<file path="config.mk">
export PLATFORM = sky130hd
export DESIGN_NAME = tis_stack_node
export DESIGN_NICKNAME = d
export VERILOG_FILES = /design/src/rtl/tis_stack_node.sv
export SDC_FILE = /design/constraint.sdc
export NUM_CORES = 1
export LEC_CHECK = 0
export CAP_MARGIN = 20
export CORE_MARGIN = 1
export CORE_UTILIZATION = 59
export DETAILED_ROUTE_END_ITERATION = 8
export GPL_TIMING_DRIVEN = 0
export PLACE_DENSITY = 0.85
export SYNTH_ARGS = -nofsm -noshare
export SYNTH_HDL_FRONTEND = slang
export SYNTH_SLANG_ARGS = --single-unit
</file>
<file path="constraint.sdc">
create_clock -name clk -period 7.5 [get_ports clk]
set_input_delay 1.5 -clock clk [delete_from_list [all_inputs] [get_ports clk]]
set_output_delay 1.5 -clock clk [all_outputs]
set_load 0.005 [all_outputs]
</file>
<file path="src/rtl/tis_stack_node.sv">
// tis_stack_node: LIFO stack node answering pushes and pops on four directional valid/ready links.
module tis_stack_node #(
    parameter int DATA_W = 11,
    parameter int DEPTH  = 15,
    parameter int CNT_W  = 4
) (
    input  logic              clk,
    input  logic              reset,
    input  logic [DATA_W-1:0] left_in_data,
    input  logic [DATA_W-1:0] right_in_data,
    input  logic [DATA_W-1:0] up_in_data,
    input  logic [DATA_W-1:0] down_in_data,
    input  logic              left_in_valid,
    input  logic              right_in_valid,
    input  logic              up_in_valid,
    input  logic              down_in_valid,
    output logic              left_in_ready,
    output logic              right_in_ready,
    output logic              up_in_ready,
    output logic              down_in_ready,
    output logic [DATA_W-1:0] left_out_data,
    output logic [DATA_W-1:0] right_out_data,
    output logic [DATA_W-1:0] up_out_data,
    output logic [DATA_W-1:0] down_out_data,
    output logic              left_out_valid,
    output logic              right_out_valid,
    output logic              up_out_valid,
    output logic              down_out_valid,
    input  logic              left_out_ready,
    input  logic              right_out_ready,
    input  logic              up_out_ready,
    input  logic              down_out_ready,
    output logic [CNT_W-1:0]  count
);
    localparam logic [1:0] LEFT = 2'd0, RIGHT = 2'd1, UP = 2'd2, DOWN = 2'd3;
    logic [DATA_W-1:0] mem [DEPTH];
    logic [DATA_W-1:0] top, push_data;
    logic [CNT_W-1:0] sp;
    logic [1:0] out_sel, nxt_sel, scan_sel, push_sel;
    logic [3:0] in_valid, out_ready, in_rdy, out_vld;
    logic scan_hit, empty, full, pop_fire, push_fire;
    assign in_valid  = {down_in_valid, up_in_valid, right_in_valid, left_in_valid};
    assign out_ready = {down_out_ready, up_out_ready, right_out_ready, left_out_ready};
    assign empty     = sp == '0;
    assign full      = sp == CNT_W'(DEPTH);
    assign top       = empty ? '0 : mem[sp - 1'b1];
    assign out_vld   = empty ? 4'b0 : 4'b1 << out_sel;
    assign pop_fire  = !empty && out_ready[out_sel];
    assign push_sel  = in_valid[0] ? LEFT : in_valid[1] ? RIGHT : in_valid[2] ? UP : DOWN;
    // A pop handshake wins over any push request; reset also blocks a half-done push.
    assign in_rdy    = (|in_valid && !full && !pop_fire && !reset) ? 4'b1 << push_sel : 4'b0;
    assign push_fire = |in_rdy;
    assign push_data = push_sel == LEFT ? left_in_data : push_sel == RIGHT ? right_in_data :
                       push_sel == UP ? up_in_data : down_in_data;
    always_comb begin
        scan_hit = 1'b0;
        scan_sel = out_sel;
        for (int k = 4; k >= 1; k--)
            if (out_ready[out_sel + 2'(k)]) begin
                scan_hit = 1'b1;
                scan_sel = out_sel + 2'(k);
            end
        nxt_sel = pop_fire ? (scan_hit ? scan_sel : out_sel + 2'd1) :
                  (!out_ready[out_sel] && scan_hit) ? scan_sel : out_sel;
    end
    always_ff @(posedge clk or posedge reset)
        if (reset) begin
            sp      <= '0;
            out_sel <= LEFT;
        end else begin
            out_sel <= nxt_sel;
            if (pop_fire) sp <= sp - 1'b1;
            else if (push_fire) sp <= sp + 1'b1;
        end
    always_ff @(posedge clk)
        if (push_fire) mem[sp] <= push_data;
    assign {down_in_ready, up_in_ready, right_in_ready, left_in_ready}     = in_rdy;
    assign {down_out_valid, up_out_valid, right_out_valid, left_out_valid} = out_vld;
    assign left_out_data  = top;
    assign right_out_data = top;
    assign up_out_data    = top;
    assign down_out_data  = top;
    assign count          = sp;
endmodule

</file>
==> reports/metrics.csv, run 1 <==
stage,metric,value,unit
outcome,status,completed,
setup_path,"Largest delay share family, worst path",buffers and inverters,
power_and_ir_drop,Max IR drop VDD,207.6,uV
global_route,Total GRT Usage,30.37,%
floorplan,# IOs,110,
route,initial DRC count,575,
synthesis,most frequent cell after synthesis,edfxtp_1,
synthesis,Yosys reg bits,171,
power_and_ir_drop,LEAKAGE,0.003453,uW
final_layout,Area Overhead vs Synth,25.01,%
sta,RSZ-0062 raised after global routing,no,
setup_path,required time of the critical path,6.00,ns
floorplan,initial core utilization,61.18,%
synthesis,Synth area leader,edfxtp_1,
sta,Max transition margin,25.63,%
placement,number of port buffers,104,
clock_tree,Max Buffers Root-to-Sink,2,
placement,"Cell Area, Placed",9170,sq um
final_layout,Nets,696,
clock_tree,Hold Buf Count CTS,0,
final_layout,flip-flop and latch area,5105,sq um
synthesis,Synth Cell Area,7815,sq um
placement,pre-CTS WS,1.540,ns
clock_tree,latest clock arrival within the worst-skew pair,0.42,ns
final_layout,final instance area,9769,sq um
sta,final hold vios,0,
global_route,vias in the first global route,5059,
sta,Final period util,86.65,%
sta,Max Fclk,153.9,MHz
power_and_ir_drop,Power Density,508.6,nW/um^2
sta,setup ws final,1.001,ns
setup_path,Most common cell on crit path,buf_4,
route,total number of vias,5156,
synthesis,"top cells by area, synth","edfxtp_1 (63%), mux4_2 (9.8%), mux2i_1 (4.5%)",
sta,Slew Limit Fails,0,
synthesis,Synth Flop Type,edfxtp_1,
floorplan,die area,13710,sq um
sta,Least-Margin Pin Slew,1.111,ns
setup_path,CP Max Fanout,10,
floorplan,Die W,117.1,um
synthesis,Netlist cell types,44,
synthesis,Synth async-reset ratio,3.509,%
placement,Placed Cells incl. Taps,784,
final_layout,"Core Util, Final",76.48,%
final_layout,# fillers,714,
route,DRT Pass-1 Iters,7,
floorplan,Rows,41,
setup_path,Crit path largest cell delay,0.61,ns
clock_tree,clock root buffer,clkbuf_16,
global_route,total gr overflow,0,
final_layout,area of the multi-input gates,2276,sq um
global_route,initial antenna violation count,0,
clock_tree,"CTS clk-pin slew, worst paths",0.07,ns
setup_path,crit path DAT,5.00,ns
clock_tree,post-CTS setup buffers,0,
route,Residual DRC,0,
clock_tree,total CTS buffers,17,
setup_path,CP max-delay cell,a211oi_1,
route,Antenna Nets Post-Route,0,
synthesis,post-synth net total,560,
floorplan,core area,12770,sq um
setup_path,CP cell instances,buf_4 -> buf_4 -> buf_4 -> inv_1 -> ha_1 -> buf_2 -> clkbuf_1 -> mux4_2 -> mux2i_1 -> a211oi_1 -> buf_4 -> clkdlybuf4s50_1,
setup_path,CP Buf/Inv Count,8,
synthesis,Ys Warns,0,
final_layout,final std cells w/o fill,818,
setup_path,FF-to-FF setup slack,3.19,ns
synthesis,Gate Count Post-Synth,497,
clock_tree,post_cts resized,0,
clock_tree,H-tree Lvls,4,
clock_tree,Clock Sinks,171,
synthesis,top cell type's share of synthesized area,63.40,%
floorplan,Die Ht,117.1,um
route,Total Wirelength,19410,um
worst_hold_path,type of the most critical hold path,reg -> reg,
final_layout,antenna cells,0,
sta,Final Skew,0.01021,ns
synthesis,Synth Area per Inst,15.72,sq um
synthesis,Post-synth top cells,"edfxtp_1 (165), buf_4 (40), mux2i_1 (35), mux4_2 (34), nor2_1 (28)",
global_route,largest net degree at the start of global routing,18,
placement,placer congestion estimate,0.8484,
setup_path,crit path kind,reg -> out,
sta,final worst path period need,6.499,ns
clock_tree,CTS tree,built,
sta,Setup TNS,0,ns
route,routed len/inst,23.73,um
setup_path,CP Capture Type,primary output,
synthesis,"Seq/Total Area, Yosys",65.32,%
sta,Final setup viols,0,
run,max-cap violation count,0,
global_route,first-pass GRT wire length,28680,um
setup_path,critical path startpoint category,register,
synthesis,Post-synth EDFFs,165,
route,via/cell ratio,6.303,
placement,DP HPWL,12310,um
final_layout,layout cells sized above 1,21.52,%
[layout by cell type, fill, tap and decap left out, types with 18 or more instances in the layout]
cell             instances
mux2i_1                 35
mux4_2                  34
buf_4                   49
nor2_1                  28
clkdlybuf4s50_1        104
a21oi_1                 23
a211oi_1                24
edfxtp_1               165
nand2_1                 18
[where the power goes]
| part | switching [uW] | total (uW) | leakage [uW] | internal [uW] |
|---|---|---|---|---|
| sequential | 42.6 | 1180 | 0.00157 | 1140 |
| combinational | 1260 | 2930 | 0.00161 | 1670 |
| clock | 383 | 851 | 0.000273 | 469 |
[kinds of logic (layout without fill, tap and decap cells)]
logic type	count (synthesis)	count (layout)	synth area share (%)
buffers and inverters	73	222	5.748
adders and majority gates	9	9	1.441
and+or+nand+nor	97	97	6.580
xor gates and xnor gates	5	5	0.6566
DFF	171	171	65.32
AOI/OAI and AO/OA	71	71	5.684
muxes	71	71	14.57
[flip-flops by register name, summed over array words and instances, names as in the netlist]
name,cells
count,4
mem,165
out_sel,2
[area by class of cell]
cell class                      count  share of cell area (%)
Multi-Input combinational cell    253                   23.30
Inverter                            7                  0.2690
Timing Repair Buffer              117                   11.74
Clock inverter                     15                   1.550
Sequential cell                   171                   52.25
Tap cell                          172                   2.203
Clock buffer                       17                   4.355
Buffer                             66                   4.329
[metrics by stage]
| stage | hold slack (ns) | total power, uW |
|---|---|---|
| finish | 0.7240 | 4969 |
| detailed placement | 0.6962 | 4081 |
| global route | 0.7952 | 5239 |
| floorplan | 0.6342 | 2765 |
| global placement | 0.6793 | 3965 |
| CTS | 0.7213 | 4963 |
[worst min-delay path, stage by stage, from the launching register on]
cell,delay [ns]
dfrtp_1,0.38
buf_4,0.18
nand2_1,0.06
nand3_1,0.07
[path summary, 6_finish.rpt]
kind                            startpoint                 to  cells past startpoint
min in group asynchronous            reset         out_sel[0]                      2
worst max-delay path              count[0]  right_out_data[7]                     12
max in group asynchronous            reset           count[2]                      2
worst min register to register  out_sel[0]         out_sel[0]                      3
worst min-delay path            out_sel[0]         out_sel[0]                      3
worst max register to register    count[0]         mem[14][7]                     11
[metal layers]
metal | track usage (%) | vias to the layer above | part of all wire (%)
li1 | - | 2162 | -
met1 | 37.73 | 2544 | 36
met2 | 52.54 | 404 | 51
met3 | 5.922 | 46 | 9.6
met4 | 12.91 | 0 | 2.9
met5 | 0 | - | 0
(Power assumes the default switching activity.)
==> run 2: changes to the inputs <==
--- a/config.mk
+++ b/config.mk
@@ -5,12 +5,11 @@
 export SDC_FILE = /design/constraint.sdc
 export NUM_CORES = 1
 export LEC_CHECK = 0
-export CAP_MARGIN = 20
 export CORE_MARGIN = 1
-export CORE_UTILIZATION = 59
+export CORE_UTILIZATION = 55
 export DETAILED_ROUTE_END_ITERATION = 8
 export GPL_TIMING_DRIVEN = 0
-export PLACE_DENSITY = 0.85
+export PLACE_DENSITY = 0.8
 export SYNTH_ARGS = -nofsm -noshare
 export SYNTH_HDL_FRONTEND = slang
 export SYNTH_SLANG_ARGS = --single-unit
==> constraint.sdc (replaced) <==
create_clock -name clk -period 6.6 [get_ports clk]
set_input_delay 1.32 -clock clk [delete_from_list [all_inputs] [get_ports clk]]
set_output_delay 1.32 -clock clk [all_outputs]
set_load 0.005 [all_outputs]
==> run 2 against run 1 <==
Net effect:
- clock-buffer cell count increased by 2
- global-route usage fell by 4.9 points
- setup slack got worse by 0.48 ns
- register-to-register slack lost 0.75 ns
- first-iteration DRC count shrank 17%
==> reports/metrics.csv, run 2 (same netlist as run 1, synthesis figures left out) <==
stage,metric,value,unit,change
worst_hold_path,WHS Endpoint,out_sel[0],,
setup_path,FF-to-FF Start,count[0],,
final_layout,"commonest non-fill, non-tap cells in the layout","edfxtp_1 (165), clkdlybuf4s50_1 (104), buf_4 (48)",,
sta,Final period util,92.04,%,
sta,Max transition margin,35.19,%,+9.6 points
placement,placer congestion estimate,0.8399,,-1.0%
floorplan,initial core utilization,56.30,%,-4.9 points
route,Total Wirelength,17300,um,-11%
sta,Least-Margin Pin Slew,0.9669,ns,-0.1446 ns
power_and_ir_drop,LEAKAGE,0.003424,uW,-0.84%
final_layout,max reg flops,165,,unchanged
sta,Final Skew,0.007385,ns,-0.002828 ns
route,initial DRC count,475,,-17%
floorplan,# IOs,110,,unchanged
floorplan,Die W,121.2,um,+3.5%
setup_path,Critical Path Start,count[0],,
clock_tree,"CTS clk-pin slew, worst paths",0.06,ns,about the same
clock_tree,Hold Buf Count CTS,0,,unchanged
run,max-cap violation count,0,,unchanged
clock_tree,clock root buffer,clkbuf_16,,
sta,Final setup viols,0,,unchanged
floorplan,Die Ht,121.2,um,+3.5%
power_and_ir_drop,Power Density,565.1,nW/um^2,+11%
setup_path,Reg2Reg Depth,11,,unchanged
global_route,first-pass GRT wire length,26700,um,-6.9%
setup_path,required time of the critical path,5.28,ns,-0.72 ns
global_route,largest net degree at the start of global routing,17,,-1
route,Residual DRC,0,,unchanged
setup_path,reg2reg end,mem[14][8],,
setup_path,critical path startpoint category,register,,
final_layout,antenna cells,0,,unchanged
setup_path,crit path kind,reg -> out,,
setup_path,CP Max Fanout,10,,unchanged
sta,Setup TNS,0,ns,unchanged
setup_path,crit path DAT,4.75,ns,-0.25 ns
clock_tree,CTS tree,built,,
floorplan,core area,13880,sq um,+8.7%
clock_tree,latest clock arrival within the worst-skew pair,0.41,ns,about the same
clock_tree,post_cts resized,0,,unchanged
global_route,vias in the first global route,4879,,-3.6%
clock_tree,H-tree Lvls,4,,unchanged
worst_hold_path,type of the most critical hold path,reg -> reg,,
clock_tree,Max Buffers Root-to-Sink,2,,unchanged
final_layout,most flop-heavy register,mem,,
global_route,Total GRT Usage,25.44,%,-4.9 points
outcome,status,completed,,
sta,final hold slack,0.7473,ns,+0.02330 ns
final_layout,layout cells sized above 1,20.37,%,-1.1 points
clock_tree,total CTS buffers,17,,unchanged
worst_hold_path,hold depth,3,,unchanged
sta,final worst path period need,6.075,ns,
placement,DP HPWL,12200,um,-0.91%
floorplan,die area,14690,sq um,+7.1%
setup_path,CP Capture Type,primary output,,
final_layout,Area Overhead vs Synth,24.30,%,
final_layout,"most common cell after layout, fill and taps aside",edfxtp_1,,
route,via/cell ratio,5.877,,-6.8%
sta,Max Fclk,164.6,MHz,
sta,RSZ-0062 raised after global routing,no,,
floorplan,Rows,43,,+4.9%
route,max layer used,met4,,
global_route,initial antenna violation count,0,,unchanged
route,DR WL met3,1412,um,-24%
route,met2 wire len,8466,um,-15%
global_route,total gr overflow,0,,unchanged
final_layout,# fillers,875,,+23%
worst_hold_path,min-delay src,out_sel[0],,
route,WL met1,6819,um,-3.0%
power_and_ir_drop,Max IR drop VDD,275.7,uV,+33%
clock_tree,post-CTS setup buffers,0,,unchanged
route,routed len/inst,21.02,um,-11%
setup_path,FF-to-FF setup slack,2.44,ns,-0.75 ns
route,DRT Pass-1 Iters,5,,-2
placement,number of port buffers,104,,unchanged
clock_tree,Clock Sinks,171,,unchanged
route,total number of vias,4837,,-6.2%
route,Antenna Nets Post-Route,0,,unchanged
sta,Slew Limit Fails,0,,unchanged
sta,final hold vios,0,,unchanged
final_layout,Nets,693,,-0.43%
run 2: cell types whose count changed in the layout (fill, tap and decap cells not counted), sizes merged:
cell	previous run	this run
clkinvlp	4	2
buf	64	61
clkbuf	32	34
clkinv	2	9
inv	15	8
run 2: power by group:
group	switching (uW)	leakage (uW)	internal [uW]
Clock	383	0.000259	514
Sequential	42.9	0.00157	1300
Combinational	1360	0.00160	1900
run 2: cell type report:
type	instances	area, sq um	area share, %
Multi-Input combinational cell	253	2276	23.43
Buffer	66	422.9	4.353
Sequential cell	171	5105	52.55
Tap cell	180	225.2	2.318
Timing Repair Buffer	114	1124	11.57
Clock buffer	19	432.9	4.456
Clock inverter	13	102.6	1.056
Inverter	7	26.28	0.2705
run 2: through the flow:
stage	util [%]	worst slack [ns]	area (sq um)	power (uW)	instances
after floorplan	-	2.337	7815	3142	497
after global placement	65.42	1.025	9081	4525	781
after detailed placement	66.13	0.9401	9179	4616	791
after CTS	69.98	0.4798	9714	5512	823
after global routing	69.98	0.1716	9714	5801	823
final	69.98	0.5255	9714	5490	823
run 2: how the worst max path moves through the flow:
stage / slack, ns / end
6_report: 0.53 / up_out_data[9]
5_1_grt: 0.17 / up_out_data[4]
4_1_cts: 0.48 / left_out_data[7]
3_5_place_dp: 0.94 / left_out_data[7]
3_3_place_gp: 1.02 / right_out_data[5]
2_1_floorplan: 2.34 / left_out_data[5]
run 2: worst max-delay path, cell delays in order (launching register included):
cell and delay [ns]:
dfrtp_1 0.50, buf_4 0.31, buf_4 0.29, buf_4 0.26, inv_1 0.11, ha_1 0.38, buf_2 0.29, clkbuf_1 0.43
nor2_1 0.10, a21oi_1 0.26, mux2i_1 0.20, a211oi_1 0.52, buf_4 0.19, clkdlybuf4s50_1 0.49
run 2: routing by layer:
metal | vias up | track usage (%)
met5 | - | 0
li1 | 2157 | -
met4 | 0 | 11.50
met1 | 2358 | 33.48
met3 | 37 | 4.276
met2 | 285 | 41.75
==> run 3: changes to the inputs <==
--- a/config.mk
+++ b/config.mk
@@ -10,6 +10,7 @@
 export DETAILED_ROUTE_END_ITERATION = 8
 export GPL_TIMING_DRIVEN = 0
 export PLACE_DENSITY = 0.8
+export RECOVER_POWER = 100
 export SYNTH_ARGS = -nofsm -noshare
 export SYNTH_HDL_FRONTEND = slang
 export SYNTH_SLANG_ARGS = --single-unit
==> run 3 against run 2 <==
Net effect:
- the flow now finishes with violations (max-capacitance violations, max-slew violations)
- clock power about the same
- largest power group unchanged
- cell count unchanged
- sequential power about the same
- non-clock buffer count unchanged
- largest cell class unchanged
- total power down 4.2%
- via count up 0.45%
- critical path type unchanged
- sequential share of layout area up 0.46 points
==> reports/metrics.csv, run 3 (same netlist as run 1, synthesis figures left out) <==
stage,metric,value,unit,change
final_layout,"commonest non-fill, non-tap cells in the layout","edfxtp_1 (165), dlygate4sd3_1 (55), clkdlybuf4s50_1 (49)",,
setup_path,crit path kind,reg -> out,,
final_layout,Area Overhead vs Synth,23.23,%,
floorplan,core area,13880,sq um,unchanged
route,routed len/inst,21.07,um,+0.27%
sta,Setup TNS,0,ns,unchanged
route,Residual DRC,0,,unchanged
setup_path,"Largest delay share family, worst path",simple AND/OR/NAND/NOR gates,,
global_route,Total GRT Usage,25.44,%,unchanged
setup_path,CP Capture Type,primary output,,
power_and_ir_drop,combinational power share,57.5,%,-1.7 points
floorplan,Die Ht,121.2,um,unchanged
final_layout,final instance area,9630,sq um,-0.86%
final_layout,flip-flop and latch area,5105,sq um,unchanged
clock_tree,Clock Sinks,171,,unchanged
route,total number of vias,4859,,+0.45%
final_layout,# fillers,894,,+2.2%
power_and_ir_drop,Internal,3506,uW,-5.4%
worst_hold_path,type of the most critical hold path,reg -> reg,,
floorplan,# IOs,110,,unchanged
power_and_ir_drop,switch share,33.36,%,+0.90 points
final_layout,area of the multi-input gates,2246,sq um,-1.3%
setup_path,critical path startpoint category,register,,
clock_tree,post-CTS setup buffers,0,,unchanged
sta,Slew Limit Fails,52,,+52
power_and_ir_drop,Power Density,546.4,nW/um^2,-3.3%
outcome,failing checks,"max-capacitance violations, max-slew violations",,
sta,Final setup viols,0,,unchanged
setup_path,crit path DAT,4.89,ns,+0.14 ns
global_route,vias in the first global route,4879,,unchanged
route,initial DRC count,470,,-1.1%
power_and_ir_drop,LEAKAGE,0.003398,uW,-0.77%
sta,final hold vios,0,,unchanged
outcome,status,finished with violations,,
route,Antenna Nets Post-Route,0,,unchanged
worst_hold_path,min-delay src,count[3],,
setup_path,CP Buf/Inv Count,6,,-2
sta,final worst path period need,6.208,ns,+0.1333 ns
clock_tree,Hold Buf Count CTS,0,,unchanged
sta,Final period util,94.06,%,+2.0 points
sta,Max Fclk,161.1,MHz,-2.1%
global_route,largest net degree at the start of global routing,17,,unchanged
global_route,first-pass GRT wire length,26700,um,unchanged
sta,RSZ-0062 raised after global routing,no,,
sta,Final Skew,0.005939,ns,-0.001446 ns
power_and_ir_drop,Psw,1755,uW,-1.5%
final_layout,"most common cell after layout, fill and taps aside",edfxtp_1,,
floorplan,initial core utilization,56.30,%,unchanged
route,DRT Pass-1 Iters,6,,+1
setup_path,FF-to-FF Start,count[0],,
final_layout,most flop-heavy register,mem,,
global_route,initial antenna violation count,0,,unchanged
floorplan,die area,14690,sq um,unchanged
placement,"Cell Area, Placed",9179,sq um,unchanged
setup_path,CP max-delay cell,nor3b_1,,
final_layout,Nets,693,,unchanged
clock_tree,H-tree Lvls,4,,unchanged
setup_path,CP Max Fanout,10,,unchanged
clock_tree,total CTS buffers,17,,unchanged
worst_hold_path,hold depth,2,,-1
power_and_ir_drop,Max IR drop VDD,245.4,uV,-11%
floorplan,Die W,121.2,um,unchanged
route,Total Wirelength,17340,um,+0.27%
setup_path,Most common cell on crit path,buf_4,,
route,via/cell ratio,5.904,,+0.45%
floorplan,Rows,43,,unchanged
clock_tree,clock root buffer,clkbuf_16,,
setup_path,Worst path depth,11,,-2
placement,DP HPWL,12200,um,unchanged
clock_tree,Max Buffers Root-to-Sink,2,,unchanged
sta,Least-Margin Pin Slew,1.711,ns,+0.7437 ns
final_layout,layout cells sized above 1,17.57,%,-2.8 points
power_and_ir_drop,Clk pwr share,17.0,%,+0.7 points
setup_path,CP cell instances,buf_4 -> buf_4 -> buf_4 -> inv_1 -> ha_1 -> nor3b_1 -> and2b_1 -> nor2_1 -> clkbuf_1 -> and2_0 -> clkdlybuf4s50_1,,
clock_tree,latest clock arrival within the worst-skew pair,0.41,ns,about the same
setup_path,required time of the critical path,5.28,ns,about the same
power_and_ir_drop,Sequential Power Share,25.5,%,+1.1 points
final_layout,antenna cells,0,,unchanged
run,max-cap violation count,4,,+4
setup_path,Reg2Reg Depth,11,,unchanged
clock_tree,"CTS clk-pin slew, worst paths",0.06,ns,about the same
sta,Max transition margin,-14.92,%,-50 points
final_layout,max reg flops,165,,unchanged
setup_path,Critical Path Start,count[0],,
clock_tree,post_cts resized,0,,unchanged
setup_path,Crit path largest cell delay,1.05,ns,+0.53 ns
placement,placer congestion estimate,0.8399,,unchanged
clock_tree,CTS tree,built,,
global_route,total gr overflow,0,,unchanged
placement,number of port buffers,104,,unchanged
[run 3: final cells by class]
| type | count | area share [%] |
|---|---|---|
| Sequential cell | 171 | 53.01 |
| Multi-Input combinational cell | 253 | 23.32 |
| Timing Repair Buffer | 114 | 11.20 |
| Clock buffer | 19 | 4.495 |
| Buffer | 66 | 4.300 |
| Tap cell | 180 | 2.339 |
| Clock inverter | 13 | 1.065 |
| Inverter | 7 | 0.2728 |
[run 3: metrics by stage]
step	power, uW	std cells	utilization [%]	hold WS (ns)	setup WS, ns
floorplan	3142	497	-	0.6342	2.337
global placement	4525	781	65.42	0.7062	1.025
detailed placement	4616	791	66.13	0.7316	0.9401
CTS	5512	823	69.98	0.7485	0.4798
global route	5568	823	69.38	0.7863	0.1188
finish	5262	823	69.38	0.7452	0.3922
[run 3: layer usage]
metal	track usage [%]	share of wire, %	vias up
met3	4.276	8.8	44
met4	11.50	3.6	0
li1	-	-	2157
met1	33.48	39	2347
met5	0	0	-
met2	41.75	48	311
[run 3: power groups by stage]
| stage | Sequential (uW) | Clock, uW | Combinational, uW |
|---|---|---|---|
| global route | 1350 | 944 | 3270 |
| global placement | 1360 | 0 | 3170 |
| finish | 1340 | 896 | 3020 |
| floorplan | 1350 | 0 | 1790 |
| CTS | 1340 | 900 | 3270 |
| detailed placement | 1360 | 0 | 3250 |
[run 3: path summary, 6_finish.rpt]
check                           endpoint  slack (ns)
max                        left_in_ready        0.39
min                             count[3]        0.75
max reg2reg                    mem[2][8]        1.01
min reg2reg                     count[3]        0.75
max in group asynchronous     out_sel[0]        5.10
min in group asynchronous       count[3]        1.30
[run 3: worst min-delay path, delay by kind of cell, from the launching register on]
kind,cells,cell delay [ns]
flip-flops,1,0.35
buffers and inverters,1,0.25
XOR/XNOR,1,0.10
